[src/rtl/uart_rx_framer.sv]
// 8N1 UART receiver: synchronizes the serial line, frames start/data/stop bits
// and presents each byte through a valid/ready output register.
module uart_rx_framer #(
    parameter int ClockFreq = 50_000_000,
    parameter int BaudRate  = 115_200
) (
    input  logic       Clock,
    input  logic       Reset,
    input  logic       SIn,
    output logic [7:0] DataOut,
    output logic       DataOutValid,
    input  logic       DataOutReady,
    output logic       FrameError,
    output logic       Overrun
);

    localparam int BitPeriod  = ClockFreq / BaudRate;
    localparam int HalfPeriod = BitPeriod / 2;
    localparam int CntW       = $clog2(BitPeriod);

    localparam logic [CntW-1:0] BitLast  = CntW'(BitPeriod - 1);
    localparam logic [CntW-1:0] HalfLast = CntW'(HalfPeriod - 1);

    typedef enum logic [1:0] {
        IDLE,
        START,
        DATA,
        STOP
    } rxState_e;

    rxState_e        state_q, state_d;
    logic [CntW-1:0] cnt_q, cnt_d;
    logic [2:0]      bitIdx_q, bitIdx_d;
    logic [7:0]      shift_q, shift_d;
    logic            sync1_q, sync2_q;
    logic [7:0]      data_q, data_d;
    logic            valid_q, valid_d;
    logic            frameErr_q, frameErr_d;
    logic            overrun_q, overrun_d;

    logic            rxBit;
    logic            byteDone;
    logic            stopBad;
    logic            handshake;

    // Synchronizer flops idle high so reset never looks like a start bit.
    always_ff @(posedge Clock or negedge Reset) begin
        if (!Reset) begin
            sync1_q <= 1'b1;
            sync2_q <= 1'b1;
        end else begin
            sync1_q <= SIn;
            sync2_q <= sync1_q;
        end
    end

    assign rxBit = sync2_q;

    always_ff @(posedge Clock or negedge Reset) begin
        if (!Reset) begin
            state_q  <= IDLE;
            cnt_q    <= '0;
            bitIdx_q <= '0;
            shift_q  <= '0;
        end else begin
            state_q  <= state_d;
            cnt_q    <= cnt_d;
            bitIdx_q <= bitIdx_d;
            shift_q  <= shift_d;
        end
    end

    // Start bit is re-checked at mid-bit; data and stop are sampled one full period later each.
    always_comb begin
        state_d  = state_q;
        cnt_d    = cnt_q;
        bitIdx_d = bitIdx_q;
        shift_d  = shift_q;
        byteDone = 1'b0;
        stopBad  = 1'b0;
        case (state_q)
            IDLE: begin
                cnt_d    = '0;
                bitIdx_d = '0;
                if (!rxBit) begin
                    state_d = START;
                end
            end
            START: begin
                if (cnt_q == HalfLast) begin
                    cnt_d   = '0;
                    state_d = rxBit ? IDLE : DATA;
                end else begin
                    cnt_d = cnt_q + CntW'(1);
                end
            end
            DATA: begin
                if (cnt_q == BitLast) begin
                    cnt_d    = '0;
                    shift_d  = {rxBit, shift_q[7:1]};
                    bitIdx_d = bitIdx_q + 3'd1;
                    if (bitIdx_q == 3'd7) begin
                        state_d = STOP;
                    end
                end else begin
                    cnt_d = cnt_q + CntW'(1);
                end
            end
            STOP: begin
                if (cnt_q == BitLast) begin
                    cnt_d    = '0;
                    state_d  = IDLE;
                    byteDone = rxBit;
                    stopBad  = !rxBit;
                end else begin
                    cnt_d = cnt_q + CntW'(1);
                end
            end
            default: begin
                state_d = IDLE;
                cnt_d   = '0;
            end
        endcase
    end

    assign handshake = valid_q & DataOutReady;

    // A completed byte loads only into a free (or simultaneously drained) register.
    always_comb begin
        data_d     = data_q;
        valid_d    = valid_q;
        frameErr_d = stopBad;
        overrun_d  = 1'b0;
        if (byteDone && (!valid_q || handshake)) begin
            data_d  = shift_q;
            valid_d = 1'b1;
        end else begin
            if (handshake) begin
                valid_d = 1'b0;
            end
            overrun_d = byteDone & valid_q;
        end
    end

    always_ff @(posedge Clock or negedge Reset) begin
        if (!Reset) begin
            data_q     <= 8'h00;
            valid_q    <= 1'b0;
            frameErr_q <= 1'b0;
            overrun_q  <= 1'b0;
        end else begin
            data_q     <= data_d;
            valid_q    <= valid_d;
            frameErr_q <= frameErr_d;
            overrun_q  <= overrun_d;
        end
    end

    assign DataOut      = data_q;
    assign DataOutValid = valid_q;
    assign FrameError   = frameErr_q;
    assign Overrun      = overrun_q;

endmodule

[config.mk]
export PLATFORM = sky130hd
export DESIGN_NAME = uart_rx_framer
export DESIGN_NICKNAME = d
export VERILOG_FILES = /design/src/rtl/uart_rx_framer.sv
export SDC_FILE = /design/constraint.sdc
export NUM_CORES = 1
export LEC_CHECK = 0
export BUFFER_PORTS_ARGS = -buffer_cell sky130_fd_sc_hd__buf_2
export CORE_MARGIN = 1.5
export CORE_UTILIZATION = 61
export DETAILED_ROUTE_END_ITERATION = 10
export GPL_ROUTABILITY_DRIVEN = 0
export PLACE_DENSITY = 0.8
export SLEW_MARGIN = 20
export SYNTH_ARGS = -nofsm -noshare
export SYNTH_HDL_FRONTEND = slang
export SYNTH_SLANG_ARGS = --single-unit
[constraint.sdc]
create_clock -name Clock -period 6.6 [get_ports Clock]
set_clock_uncertainty 0.05 [all_clocks]
set_input_delay 0.33 -clock Clock [delete_from_list [all_inputs] [get_ports Clock]]
set_output_delay 0.33 -clock Clock [all_outputs]
set_load 0.05 [all_outputs]
==> qor.csv, run 1 <==
metric,value,unit
clk slew on worst S/H paths,0.10,ns
pwr dens,198.5,mW/mm^2
r2r setup slk,4.15,ns
worst setup path end,DataOut[4],
arrival time worst endpoint,2.62,ns
CTS tree,yes,
CTS max path bufs,2,
Final setup viols,0,
Critical path origin,cnt_q[1],
hold_buf cts,0,
initial DRC count,14,
die extent in y,53.15,um
most frequent cells in the layout,"dfrtp_1, mux2_2, buf_2, nor2_1, nand2_1",
DR vias/cell,5.779,
Setup TNS,0,ns
Fillers,163,
VDD IR-drop max,0.1955,mV
Initial Util,0.6678,
Crit Path Max Fanout,8,
Final Util,0.7266,
FF-to-FF Start,cnt_q[1],
layout cells sized above 1,0.3125,
fin crit period,2.455,ns
R2R depth,6,
Lkg Pwr,0.8030,nW
antenna cells,0,
vias in the first global route,981,
Post-synth ARST share,1.000,
Seq cells post-synth,35,
Max Slew Vio Count,0,
H-Tree Depth,2,
largest net degree at the start of global routing,36,
hpwl dp,1807,um
Resized cells post-CTS,0,
worst slew pin tran,0.8966,ns
Placed Instances,164,
mapped cell area,0.001534,sq mm
Worst R2R End,DataOut[4],
Post-Syn Area per Cell,12.17,sq um
slew margin rel.,0.3967,
crit end category,register,
Routed wire per std cell,15.05,um
fin crit share,0.3719,
Final ANT Viol Nets,0,
Die W,53.15,um
Core ar.,0.002297,sq mm
setup ws final,4.145,ns
number of buffers created by CTS,5,
register area,878.3,sq um
drt drc,0,
Synth cell types,34,
num rows,17,
Post-synth EDFFs,0,
final hold viol count,0,
DR pass1 iterations,4,
RSZ-0062 raised after global routing,no,
clock root buffer,clkbuf_4,
Yosys Warn Count,0,
Most used DFF post-synth,dfrtp_1,
total global routing overflow,0,
"commonest non-fill, non-tap cell in the layout",dfrtp_1,
P&R area growth vs syn,8.809,%
Max Clk Rate,407.4,MHz
Multi-input gate area,616.8,sq um
Layout Cells excl Fill,172,
first-pass GRT wire length,4429,um
worst skew pair latency,0.33,ns
dpl ws,4.202,ns
max cap viols,0,
CP startpoint kind,register,
Synth Instances,126,
die footprint,0.002824,sq mm
# nets final,152,
# port buffers,14,
WS Path Type,register to register,
IO Pins,15,
initial antenna violation count,0,
Critical Path RT,6.77,ns
DRT Wirelength,2588,um
status,"finished, final reports clean",
syn nets,135,
CTS sink cnt,35,
Post CTS Setup Buffer Count,0,
register area share after synthesis,0.5726,
Hold Crit Class,input port to async pin,
gr usage total,0.2306,
vias post-DR,994,
[state kept, by name (all words and copies together) (netlist names), named ones only]
register and flops:
cnt_q 9, DataOut 8, shift_q 8, bitIdx_q 3, DataOutValid 1, FrameError 1, Overrun 1, rxBit 1
state_q 1, sync1_q 1
[synth_stat cells, types with 2 or more instances]
cell type,number,area [sq um]
nor2_1,11,41.29
mux2_2,16,180.2
nor3_1,4,20.02
xor2_1,2,17.52
dfstp_2,2,52.55
xnor2_1,5,43.79
ha_1,5,62.56
nand2_1,10,37.54
nand3_1,6,30.03
o211ai_1,2,15.01
clkbuf_1,2,7.510
dfrtp_1,33,825.8
nand2b_1,4,25.02
inv_1,4,15.01
[metrics by stage]
stage | instance area (sq um) | total power, mW | hold slack [ns]
after floorplan | 1534 | 0.2201 | -0.01559
after global placement | 1615 | 0.2250 | 0.2971
after detailed placement | 1615 | 0.2253 | 0.3055
after CTS | 1669 | 0.3358 | 0.01568
after global routing | 1669 | 0.3461 | 0.02186
final | 1669 | 0.3313 | 0.001239
[worst max-delay path, stage by stage, from the launching register on]
cell,delay (ns)
dfrtp_1,0.41
inv_1,0.09
ha_1,0.14
nand4_1,0.11
nor4_1,0.76
nand3_2,0.40
mux2_2,0.39
[area by class of cell]
| type | count | area share |
|---|---|---|
| clock buffers | 6 | 0.02474 |
| repair buffers | 14 | 0.04198 |
| multi-input cells | 83 | 0.3696 |
| well taps | 28 | 0.02099 |
| flip-flops and latches | 35 | 0.5262 |
| inverters | 4 | 0.008996 |
| clock inverters | 2 | 0.007496 |
[power breakdown]
part	internal [mW]	switching, mW	leakage [nW]	total, mW
Combinational	0.000760	0.00417	0.308	0.00493
Clock	0.0411	0.0694	0.0282	0.110
Sequential	0.215	0.000459	0.467	0.216
[logic make-up (layout without fill, tap and decap cells)]
logic type / Yosys count / in the layout / share of synthesized area
AO/OA/AOI/OAI: 7 / 7 / 0.03426
buffers and inverters: 8 / 26 / 0.02528
multiplexers: 16 / 16 / 0.1175
XOR/XNOR: 7 / 7 / 0.03997
AND/OR/NAND/NOR: 48 / 48 / 0.1697
adder cells (fa/ha/maj): 5 / 5 / 0.04078
flip-flops: 35 / 35 / 0.5726
[worst min path at each step]
stage             from           end  depth (start not counted)
6_report         Reset   bitIdx_q[1]                          1
5_1_grt            SIn       sync1_q                          1
4_1_cts          Reset      cnt_q[5]                          1
3_5_place_dp   sync1_q         rxBit                          0
3_3_place_gp   sync1_q         rxBit                          0
2_1_floorplan    Reset  DataOutValid                          0
[per-layer routing]
| layer | GRT usage | vias up | share of wire |
|---|---|---|---|
| met3 | 0.07062 | 9 | 0.035 |
| met2 | 0.3708 | 20 | 0.48 |
| li1 | - | 470 | - |
| met1 | 0.2817 | 495 | 0.46 |
| met5 | 0 | - | 0 |
| met4 | 0.1111 | 0 | 0.023 |
No activity file was read; power rests on OpenSTA's default activity.
==> inputs of run 2 (changes only) <==
--- a/config.mk
+++ b/config.mk
@@ -7,10 +7,10 @@
 export LEC_CHECK = 0
 export BUFFER_PORTS_ARGS = -buffer_cell sky130_fd_sc_hd__buf_2
 export CORE_MARGIN = 1.5
-export CORE_UTILIZATION = 61
+export CORE_UTILIZATION = 51
 export DETAILED_ROUTE_END_ITERATION = 10
 export GPL_ROUTABILITY_DRIVEN = 0
-export PLACE_DENSITY = 0.8
+export PLACE_DENSITY = 0.71
 export SLEW_MARGIN = 20
 export SYNTH_ARGS = -nofsm -noshare
 export SYNTH_HDL_FRONTEND = slang
==> constraint.sdc (replaced) <==
create_clock -name Clock -period 2.12 [get_ports Clock]
set_clock_uncertainty 0.05 [all_clocks]
set_input_delay 0.106 -clock Clock [delete_from_list [all_inputs] [get_ports Clock]]
set_output_delay 0.106 -clock Clock [all_outputs]
set_load 0.05 [all_outputs]
==> qor.csv, run 2 (synthesis gave the netlist of run 1 again) <==
metric,value,unit
CTS max path bufs,2,
largest net degree at the start of global routing,36,
worst skew pair latency,0.34,ns
max reg flops,9,
DRT Wirelength,2630,um
status,"complete, but fails checks",
Final Util,0.6378,
vias in the first global route,1019,
vias post-DR,1005,
Crit Path Max Fanout,2,
WHS Path Cells,3,
top sig layer,met4,
clock root buffer,clkbuf_4,
Routed met2 length,1296,um
CTS sink cnt,35,
initial DRC count,33,
failing checks,DRC,
Die W,57.85,um
Final setup viols,0,
initial antenna violation count,0,
r2r setup slk,0.06,ns
most frequent cells in the layout,"dfrtp_1, mux2_2, buf_2, nor2_1, nand2_1",
drt drc,4,
P&R area growth vs syn,16.64,%
Max Clk Rate,485.3,MHz
Core ar.,0.002805,sq mm
min-delay src,DataOutReady,
Max Slew Vio Count,0,
arrival time worst endpoint,2.22,ns
gr usage total,0.1815,
Comb pwr share,0.015,
first-pass GRT wire length,4498,um
Layout Cells excl Fill,182,
fin crit share,0.9719,
"commonest non-fill, non-tap cell in the layout",dfrtp_1,
Critical Path RT,2.28,ns
# port buffers,14,
Initial Util,0.5468,
WS Path Type,register to register,
IO Pins,15,
Fillers,238,
switching power total,0.2434,mW
slew margin rel.,0.4975,
pwr dens,652.1,mW/mm^2
num rows,19,
die extent in y,57.85,um
hold endpoint,DataOutValid,
DR pass1 iterations,7,
Final ANT Viol Nets,0,
CTS tree,yes,
worst slew pin tran,0.7537,ns
FF-to-FF Start,cnt_q[1],
hpwl dp,1774,um
clk slew on worst S/H paths,0.11,ns
DR vias/cell,5.522,
Int Pwr,0.9234,mW
Routed wire per std cell,14.45,um
crit end category,register,
number of buffers created by CTS,5,
VDD IR-drop max,0.5790,mV
final hold viol count,0,
antenna cells,0,
CP startpoint kind,register,
share of power burned in registers,0.576,
WL met3,93,um
die footprint,0.003346,sq mm
total global routing overflow,0,
fin crit period,2.060,ns
Hold Crit Class,input port to register,
Sw Ratio,0.2086,
H-Tree Depth,2,
clock network power share,0.409,
Placed Instances,170,
WL met1,1178,um
Worst R2R End,state_q[0],
# nets final,159,
most flop-heavy register,cnt_q,
max cap viols,0,
Lkg Pwr,0.8554,nW
layout cells sized above 1,0.3576,
R2R depth,6,
run 2: routing by layer:
metal	vias to the layer above	global-route usage
li1	488	-
met1	490	0.2370
met2	19	0.2776
met3	8	0.04688
met4	0	0.09967
met5	-	0
run 2: worst max path at each step:
stage,cells after the start,start,to,slack (ns)
global placement,6,cnt_q[1],state_q[0],0.08
detailed placement,6,cnt_q[1],state_q[0],0.02
finish,6,cnt_q[1],state_q[0],0.06
global route,6,cnt_q[1],state_q[0],-0.01
CTS,6,cnt_q[1],state_q[0],0.06
floorplan,7,cnt_q[1],shift_q[0],0.01
run 2: cell type report:
| cell class | instances | area [sq um] | share of cell area |
|---|---|---|---|
| inverters | 4 | 15.01 | 0.008392 |
| repair buffers | 21 | 140.1 | 0.07832 |
| well taps | 31 | 38.79 | 0.02168 |
| multi-input cells | 83 | 634.4 | 0.3545 |
| clock buffers | 5 | 37.54 | 0.02098 |
| flip-flops and latches | 35 | 879.6 | 0.4916 |
| clock inverters | 3 | 43.79 | 0.02448 |
run 2: repair_timing:
item                       4_1_cts  5_1_grt
resized for setup                0        5
hold buffers                     2        0
pin swaps                        1        2
setup buffers                    0        2
hold endpoints to repair        34        0
setup endpoints to repair        2        9
cloned                           0        0
run 2: per-stage QoR:
stage / instance area, sq um / hold WS, ns / setup slack (ns) / total power [mW] / TNS (ns)
final: 1789 / 0.03391 / 0.05951 / 1.167 / 0
after global placement: 1654 / 0.1594 / 0.07783 / 0.7008 / 0
after detailed placement: 1654 / 0.1642 / 0.01732 / 0.7012 / 0
after floorplan: 1534 / -0.2396 / 0.01135 / 0.6854 / 0
after CTS: 1755 / 0.02344 / 0.05829 / 1.183 / 0
after global routing: 1789 / 0.03974 / -0.01376 / 1.212 / -0.02816
run 2: power by group through the flow:
stage	sequential [mW]	clock (mW)	combinational, mW
2_1_floorplan	0.685	0	0.000748
3_3_place_gp	0.685	0	0.0159
3_5_place_dp	0.685	0	0.0164
4_1_cts	0.672	0.492	0.0191
5_1_grt	0.672	0.518	0.0216
6_report	0.672	0.477	0.0180
run 2: worst max-delay path: stages (launching register included):
cell and delay, ns:
dfrtp_1 0.41, inv_2 0.08, buf_4 0.10, ha_1 0.13
nor4b_1 0.42, a21oi_1 0.19, or4_1 0.54
==> inputs of run 3 (changes only) <==
--- a/config.mk
+++ b/config.mk
@@ -6,7 +6,6 @@
 export NUM_CORES = 1
 export LEC_CHECK = 0
 export BUFFER_PORTS_ARGS = -buffer_cell sky130_fd_sc_hd__buf_2
-export CORE_MARGIN = 1.5
 export CORE_UTILIZATION = 51
 export DETAILED_ROUTE_END_ITERATION = 10
 export GPL_ROUTABILITY_DRIVEN = 0
==> qor.csv, run 3 (synthesis gave the netlist of run 1 again) <==
metric,value,unit
DR pass1 iterations,7,
CTS tree,yes,
Routed wire per std cell,13.68,um
"commonest non-fill, non-tap cell in the layout",dfrtp_1,
Max Clk Rate,502.0,MHz
num rows,19,
total global routing overflow,0,
# nets final,159,
worst skew pair latency,0.34,ns
Final Util,0.6360,
Lkg Pwr,0.8619,nW
IO Pins,15,
Int Pwr,0.9234,mW
DRT Wirelength,2490,um
Layout Cells excl Fill,182,
die extent in y,56.85,um
most frequent cells in the layout,"dfrtp_1, mux2_2, buf_2, nor2_1, nand2_1",
failing checks,DRC,
Final setup viols,0,
vias in the first global route,986,
Comb pwr share,0.015,
max reg flops,9,
fin crit share,0.9397,
vias post-DR,997,
Initial Util,0.5468,
Die W,56.85,um
die footprint,0.003231,sq mm
VDD IR-drop max,0.8211,mV
drt drc,4,
RSZ-0062 raised after global routing,no,
# port buffers,14,
gr usage total,0.1876,
arrival time worst endpoint,2.16,ns
CTS max path bufs,2,
max cap viols,0,
crit end category,register,
pwr dens,651.3,mW/mm^2
most flop-heavy register,cnt_q,
share of power burned in registers,0.578,
Critical Path RT,2.29,ns
DR vias/cell,5.478,
worst slew pin tran,0.7396,ns
switching power total,0.2387,mW
largest net degree at the start of global routing,36,
initial DRC count,23,
Hold Crit Class,input port to register,
P&R area growth vs syn,16.31,%
status,"complete, but fails checks",
Final ANT Viol Nets,0,
fin crit period,1.992,ns
antenna cells,0,
Crit Path Max Fanout,5,
hpwl dp,1794,um
Setup TNS,0,ns
number of buffers created by CTS,5,
CTS sink cnt,35,
first-pass GRT wire length,4491,um
initial antenna violation count,0,
clock network power share,0.407,
Placed Instances,171,
clock root buffer,clkbuf_4,
final hold viol count,0,
Max Slew Vio Count,0,
layout cells sized above 1,0.3444,
Core ar.,0.002805,sq mm
H-Tree Depth,2,
clk slew on worst S/H paths,0.11,ns
CP startpoint kind,register,
WS Path Type,register to register,
Sw Ratio,0.2054,
slew margin rel.,0.5070,
run 3: final cells by class:
type | count | area (sq um)
fill | 234 | 1021
sequential | 35 | 878.3
multi-input combinational | 83 | 630.6
timing repair buffer | 21 | 140.1
clock inverter | 3 | 43.79
tap | 31 | 38.79
clock buffer | 5 | 37.54
inverter | 4 | 15.01
run 3: final timing paths:
kind / depth (start not counted) / start / slack, ns / endpoint
min in group asynchronous: 2 / Reset / 0.30 / bitIdx_q[2]
min reg2reg: 0 / sync1_q / 0.32 / rxBit
max in group asynchronous: 2 / Reset / 1.24 / cnt_q[3]
min: 3 / DataOutReady / 0.04 / Overrun
max: 4 / cnt_q[6] / 0.13 / state_q[0]
max reg2reg: 4 / cnt_q[6] / 0.13 / state_q[0]
run 3: per-stage QoR:
| step | hold slack (ns) | power (mW) | setup WS [ns] | cell area [sq um] |
|---|---|---|---|---|
| after floorplan | -0.2396 | 0.6854 | 0.01135 | 1534 |
| after global placement | 0.1602 | 0.7007 | 0.1005 | 1662 |
| after detailed placement | 0.1621 | 0.7011 | 0.02278 | 1662 |
| after CTS | 0.02772 | 1.180 | 0.01320 | 1763 |
| after global routing | 0.02523 | 1.210 | 0.03909 | 1784 |
| final | 0.04019 | 1.162 | 0.1279 | 1784 |
run 3: repair_timing:
action | in CTS | in global routing
gates resized for setup | 0 | 2
endpoints found under the hold margin | 34 | 0
buffers inserted | 0 | 1
hold buffers | 2 | 0
endpoints found under the setup margin | 0 | 18
run 3: critical path, cell delays in order (launching register included):
cell and delay (ns):
dfrtp_1 0.44, or2b_1 0.25, or4_4 0.50, and3_4 0.19, or4_1 0.45
run 3: metal layers:
| layer | GRT usage | up-vias | wire length (um) |
|---|---|---|---|
| li1 | - | 489 | - |
| met1 | 0.2321 | 486 | 1158 |
| met2 | 0.2993 | 14 | 1176 |
| met3 | 0.06221 | 8 | 101 |
| met4 | 0.08362 | 0 | 54 |
| met5 | 0 | - | 0 |
run 3: power groups by stage:
stage / Combinational, mW / Clock (mW) / Sequential (mW)
2_1_floorplan: 0.000748 / 0 / 0.685
3_3_place_gp: 0.0159 / 0 / 0.685
3_5_place_dp: 0.0164 / 0 / 0.685
4_1_cts: 0.0190 / 0.489 / 0.672
5_1_grt: 0.0213 / 0.517 / 0.673
6_report: 0.0178 / 0.473 / 0.672
